**src/rtl/delay_line_ctrl.sv**
```systemverilog
// Multi-channel controller for mux-tree clock delay lines: settle-guarded code updates and a phase-detector calibration sweep.
// Build option: define DELAY_CTRL_SLEW_EN to move codes one LSB per settle window instead of jumping to the target.
//
// state    | meaning
// ---------+--------------------------------------------------------------
// IDLE     | ready for a request
// APPLY    | load the next code (target, or one step toward it)
// SETTLE   | hold the code for the settle window
// CAL_SET  | save the original code, load code 0
// CAL_WAIT | settle, then sample the synchronised phase detector
// CAL_END  | report the calibration result for one cycle

module delay_line_ctrl #(
    parameter int NumChan      = 4,
    parameter int DelayWidth   = 4,
    parameter int SettleCycles = 4,
    parameter int ResetCode    = 0,
    parameter int ChanWidth    = (NumChan > 1) ? $clog2(NumChan) : 1
) (
    input  logic                            clk_i,
    input  logic                            rst_i,
    input  logic                            cfg_valid_i,
    output logic                            cfg_ready_o,
    input  logic [ChanWidth-1:0]            cfg_chan_i,
    input  logic [DelayWidth-1:0]           cfg_delay_i,
    input  logic                            cfg_cal_i,
    input  logic [NumChan-1:0]              phase_i,
    output logic [NumChan*DelayWidth-1:0]   delay_o,
    output logic                            busy_o,
    output logic                            cal_done_o,
    output logic                            cal_fail_o,
    output logic [DelayWidth-1:0]           cal_code_o
);

    localparam int TimerWidth = (SettleCycles > 2) ? $clog2(SettleCycles) : 1;
    localparam logic [TimerWidth-1:0] SettleLong  = TimerWidth'(SettleCycles - 1);
    localparam logic [TimerWidth-1:0] SettleShort = TimerWidth'(SettleCycles - 2);
    localparam logic [DelayWidth-1:0] CodeMax     = {DelayWidth{1'b1}};
    localparam logic [DelayWidth-1:0] CodeOne     = DelayWidth'(1);

    typedef enum logic [2:0] {
        IDLE     = 3'd0,
        APPLY    = 3'd1,
        SETTLE   = 3'd2,
        CAL_SET  = 3'd3,
        CAL_WAIT = 3'd4,
        CAL_END  = 3'd5
    } state_t;

    state_t                 state;
    state_t                 state_nxt;

    logic [DelayWidth-1:0]  codes [NumChan];
    logic [ChanWidth-1:0]   chan;
    logic [DelayWidth-1:0]  target;
    logic [DelayWidth-1:0]  orig;
    logic [TimerWidth-1:0]  timer;
    logic [NumChan-1:0]     sync_a;
    logic [NumChan-1:0]     sync_b;
    logic                   cal_done;
    logic                   cal_fail;
    logic [DelayWidth-1:0]  cal_code;

    logic [DelayWidth-1:0]  cur_code;
    logic [DelayWidth-1:0]  req_code;
    logic [DelayWidth-1:0]  step_code;
    logic                   phase_sel;
    logic                   req_chan_ok;
    logic                   timer_done;

    logic                   code_we;
    logic [DelayWidth-1:0]  code_wd;
    logic                   timer_ld;
    logic [TimerWidth-1:0]  timer_wd;
    logic                   req_take;
    logic                   orig_save;
    logic                   done_set;
    logic                   fail_set;

    // Channel read muxes: latched channel for the datapath, request channel for the no-op check
    always_comb begin
        cur_code  = '0;
        req_code  = '0;
        phase_sel = 1'b0;
        for (int c = 0; c < NumChan; c++) begin
            if (chan == ChanWidth'(c)) begin
                cur_code  = codes[c];
                phase_sel = sync_b[c];
            end
            if (cfg_chan_i == ChanWidth'(c)) begin
                req_code = codes[c];
            end
        end
    end

    generate
        if (NumChan == (1 << ChanWidth)) begin : g_chan_full
            assign req_chan_ok = 1'b1;
        end else begin : g_chan_part
            assign req_chan_ok = (cfg_chan_i < ChanWidth'(NumChan));
        end
    endgenerate

`ifdef DELAY_CTRL_SLEW_EN
    assign step_code = (target > cur_code) ? (cur_code + CodeOne) : (cur_code - CodeOne);
`else
    assign step_code = target;
`endif

    assign timer_done = (timer == '0);

    always_ff @(posedge clk_i) begin
        if (rst_i) begin
            state <= IDLE;
        end else begin
            state <= state_nxt;
        end
    end

    always_comb begin
        state_nxt = state;
        code_we   = 1'b0;
        code_wd   = cur_code;
        timer_ld  = 1'b0;
        timer_wd  = SettleLong;
        req_take  = 1'b0;
        orig_save = 1'b0;
        done_set  = 1'b0;
        fail_set  = 1'b0;
        case (state)
            IDLE: begin
                if (cfg_valid_i) begin
                    req_take = 1'b1;
                    if (req_chan_ok) begin
                        if (cfg_cal_i) begin
                            state_nxt = CAL_SET;
                        end else if (req_code != cfg_delay_i) begin
                            state_nxt = APPLY;
                        end
                    end
                end
            end
            APPLY: begin
                code_we   = 1'b1;
                code_wd   = step_code;
                timer_ld  = 1'b1;
                // Intermediate slew steps count the APPLY cycle as part of their hold
                timer_wd  = (step_code == target) ? SettleLong : SettleShort;
                state_nxt = SETTLE;
            end
            SETTLE: begin
                if (timer_done) begin
                    state_nxt = (cur_code == target) ? IDLE : APPLY;
                end
            end
            CAL_SET: begin
                orig_save = 1'b1;
                code_we   = 1'b1;
                code_wd   = '0;
                timer_ld  = 1'b1;
                state_nxt = CAL_WAIT;
            end
            CAL_WAIT: begin
                if (timer_done) begin
                    if (phase_sel) begin
                        done_set  = 1'b1;
                        state_nxt = CAL_END;
                    end else if (cur_code == CodeMax) begin
                        done_set  = 1'b1;
                        fail_set  = 1'b1;
                        code_we   = 1'b1;
                        code_wd   = orig;
                        state_nxt = CAL_END;
                    end else begin
                        code_we  = 1'b1;
                        code_wd  = cur_code + CodeOne;
                        timer_ld = 1'b1;
                    end
                end
            end
            CAL_END: begin
                state_nxt = IDLE;
            end
            default: begin
                state_nxt = IDLE;
            end
        endcase
    end

    always_ff @(posedge clk_i) begin
        if (rst_i) begin
            for (int c = 0; c < NumChan; c++) begin
                codes[c] <= DelayWidth'(ResetCode);
            end
            chan     <= '0;
            target   <= '0;
            orig     <= '0;
            timer    <= '0;
            sync_a   <= '0;
            sync_b   <= '0;
            cal_done <= 1'b0;
            cal_fail <= 1'b0;
            cal_code <= '0;
        end else begin
            sync_a <= phase_i;
            sync_b <= sync_a;
            if (req_take) begin
                chan   <= cfg_chan_i;
                target <= cfg_delay_i;
            end
            if (orig_save) begin
                orig <= cur_code;
            end
            for (int c = 0; c < NumChan; c++) begin
                if (code_we && (chan == ChanWidth'(c))) begin
                    codes[c] <= code_wd;
                end
            end
            if (timer_ld) begin
                timer <= timer_wd;
            end else if (!timer_done) begin
                timer <= timer - TimerWidth'(1);
            end
            cal_done <= done_set;
            if (done_set) begin
                cal_fail <= fail_set;
                cal_code <= cur_code;
            end
        end
    end

    generate
        for (genvar g = 0; g < NumChan; g++) begin : g_lane
            assign delay_o[g*DelayWidth +: DelayWidth] = codes[g];
        end
    endgenerate

    assign cfg_ready_o = (state == IDLE);
    assign busy_o      = (state != IDLE);
    assign cal_done_o  = cal_done;
    assign cal_fail_o  = cal_fail;
    assign cal_code_o  = cal_code;

endmodule
```
**config.mk**
```make
export PLATFORM = sky130hd
export DESIGN_NAME = delay_line_ctrl
export DESIGN_NICKNAME = d
export VERILOG_FILES = /design/src/rtl/delay_line_ctrl.sv
export SDC_FILE = /design/constraint.sdc
export NUM_CORES = 1
export LEC_CHECK = 0
export ABC_AREA = 0
export BUFFER_PORTS_ARGS = -buffer_cell sky130_fd_sc_hd__clkbuf_2
export CORE_MARGIN = 8
export CORE_UTILIZATION = 55
export DETAILED_ROUTE_END_ITERATION = 8
export GPL_TIMING_DRIVEN = 1
export PLACE_DENSITY = 0.77
export SETUP_SLACK_MARGIN = 0.15
export SLEW_MARGIN = 15
export SYNTH_ARGS = -nofsm -noshare
export SYNTH_HDL_FRONTEND = slang
export SYNTH_SLANG_ARGS = --single-unit
```
**constraint.sdc**
```tcl
create_clock -name clk_i -period 4.4 [get_ports clk_i]
set_input_delay 0.44 -clock clk_i [delete_from_list [all_inputs] [get_ports clk_i]]
set_output_delay 0.44 -clock clk_i [all_outputs]
set_load 0.01 [all_outputs]
```
==> results.json <==
{
  "status": "completed",
  "synth_top_cell_area_share": 0.254,
  "cp-start-kind": "flop",
  "ir_drop_mv": 0.314,
  "start_util": 0.571,
  "setup_ws_ns": 1.81,
  "drc": 0,
  "fin_crit_ns": 2.59,
  "power_leakage_nw": 0.997,
  "period_share": 0.588,
  "final_antenna_net_count": 0,
  "layout-drive-gt1-share": 0.235,
  "die_h_um": 80.5,
  "vias_per_cell": 5.85,
  "synth_ff_type": "dfxtp_1",
  "antenna_found_initial": 0,
  "gp_congestion": 0.911,
  "vias": 1736,
  "hp-class": "primary input to flop",
  "avgRoutedWirePerCell_um": 17.3,
  "setup_tns_ns": 0,
  "whs_ns": 0.348,
  "synth_nets": 235,
  "crit_path_start": "chan[0]$_SDFFE_PP0P_",
  "drt_pass1_iterations": 4,
  "clock_path_buffers": 2,
  "clkTransAtPathRegs_ns": 0.08,
  "yosys.cell_count.top_type": "nor2_1",
  "cts_resized": 0,
  "arrival_ns": 2.63,
  "ys_async_sr_fraction": 0,
  "cts_buffers": 5,
  "syn_area_per_cell_um2": 10.4,
  "hpwl_mm": 3.79,
  "synth-seq-area-share": 0.464,
  "core_um2": 4000,
  "yosys.area.top_type": "dfxtp_1",
  "ys_types": 47,
  "drv_cap": 0,
  "final_hold_viol_count": 0,
  "yosysWarnings": 0,
  "synth.area.top_cells": "dfxtp_1, edfxtp_1, mux4_2",
  "place_ws_ns": 1.82,
  "grt_max_degree": 37,
  "post-cts-setup-buffers": 0,
  "cts-root-buf": "clkbuf_8",
  "crit_path_end": "codes[1][2]$_SDFFCE_PN0P_",
  "finalPower_mw": 1.39,
  "area_growth_pct": 11.9,
  "wirelength_mm": 5.14,
  "portBuffers": 37,
  "die_x_um": 80.5,
  "ys_ff_latch": 45,
  "netlist_area_um2": 2290,
  "synth_common_cells": "nor2_1, dfxtp_1, edfxtp_1",
  "holdBufCountCts": 0,
  "fmax_mhz": 386,
  "max_slew_margin": 0.285,
  "synth_edf_count": 16,
  "reg2reg_depth": 7,
  "cts.sinks": 45,
  "grtUsageTotal": 0.169,
  "cp.required_ns": 4.44,
  "dieArea_um2": 6480,
  "regToRegEndpoint": "codes[1][2]$_SDFFCE_PN0P_",
  "cts_tree": "built",
  "slew_viol_final": 0,
  "detail_route.iter0.violations": 110,
  "grt_pass1_wl_mm": 8.54,
  "critPathKind": "flop to flop",
  "grt_overflow": 0,
  "rows": 23,
  "fill_cells": 335,
  "fin_nets": 262,
  "utilization": 0.640,
  "setup_viol": 0,
  "grt_setup_unrepaired": "false",
  "io_pins": 38,
  "grt_pass1_vias": 1757,
  "worst_slew_pin_slew_ns": 1.07,
  "diodes": 0,
  "skew_ns": 0.00753,
  "power_density_nw_per_um2": 542,
  "cp_max_fo": 9,
  "r2r_start": "chan[0]$_SDFFE_PP0P_",
  "critPathCaptureType": "flop",
  "htreeDepth": 2,
  "r2r_setup_slack_ns": 1.81,
  "clock_latency_ns": 0.30,
  "synth_cells": 219
}
[stage by stage]
step / std cells / area [um2]
floorplan: 219 / 2290
global placement: 289 / 2450
detailed placement: 289 / 2450
CTS: 297 / 2560
global route: 297 / 2560
finish: 297 / 2560
[worst max-delay path, stage by stage, from the launching register on]
cell and delay [ns]:
dfxtp_1 0.56, mux4_2 0.68, ha_1 0.28, inv_1 0.10, or3_1 0.15, a21oi_1 0.06, a311oi_2 0.40, nor2_1 0.09
[worst min-delay path by stage]
stage                         startpoint  depth (start not counted)                    to  slack, ns
floorplan           sync_a[0]$_SDFF_PP0_                          1  sync_b[0]$_SDFF_PP0_       0.41
global placement    sync_a[2]$_SDFF_PP0_                          1  sync_b[2]$_SDFF_PP0_       0.42
detailed placement  sync_a[2]$_SDFF_PP0_                          1  sync_b[2]$_SDFF_PP0_       0.43
CTS                           phase_i[3]                          2  sync_a[3]$_SDFF_PP0_       0.34
global route                  phase_i[3]                          2  sync_a[3]$_SDFF_PP0_       0.35
finish                        phase_i[3]                          2  sync_a[3]$_SDFF_PP0_       0.35
[state kept, by name, summed over array words and instances (netlist names)]
name,cells
cal_code_o,4
cal_done_o,1
cal_fail_o,1
chan,2
codes,16
orig,4
state,3
step_code,4
sync_a,4
sync_b,4
timer,2
[power breakdown]
| part | switching (mW) | internal [mW] |
|---|---|---|
| clock network | 0.137 | 0.169 |
| logic | 0.294 | 0.226 |
| registers | 0.0756 | 0.488 |
| total | 0.506 | 0.882 |
[kinds of logic (layout without fill, tap and decap cells)]
logic type | after synthesis | count (layout) | synth area share
AOI/OAI and AO/OA | 38 | 38 | 0.123
and+or+nand+nor | 79 | 79 | 0.168
DFF | 45 | 45 | 0.464
xor gates and xnor gates | 8 | 8 | 0.0307
muxes | 24 | 24 | 0.157
buffers and inverters | 23 | 51 | 0.0460
adders and majority gates | 2 | 2 | 0.0109
[routing by layer]
metal / track usage / routed length [um] / up-vias
met2: 0.266 / 2440 / 63
li1: - / - / 834
met4: 0.0800 / 126 / 0
met3: 0.0547 / 387 / 13
met5: 0 / 0 / -
met1: 0.203 / 2180 / 826
[final cells by class]
type,count,area (um2),area share
Multi-Input combinational cell,151,1120,0.438
Sequential cell,45,1060,0.415
Timing Repair Buffer,37,185,0.0724
Clock buffer,6,72.6,0.0284
Tap cell,50,62.6,0.0244
Clock inverter,2,35.0,0.0137
Inverter,6,22.5,0.00880
[cells in the final DEF, fill, tap and decap left out, types with 2 or more instances in the layout]
cell type	count
a211oi_1	2
a21o_1	5
a21oi_1	10
a31oi_1	3
clkbuf_2	37
clkbuf_8	5
dfxtp_1	29
edfxtp_1	16
ha_1	2
inv_1	6
mux2i_1	13
mux4_2	9
nand2_1	9
nand2b_1	3
nand3_1	7
nor2_1	37
nor2b_1	9
nor3_1	2
nor3b_1	4
o21a_1	2
o21ai_0	2
o21ai_1	2
or3_1	2
xnor2_1	7
(Power assumes the default switching activity.)
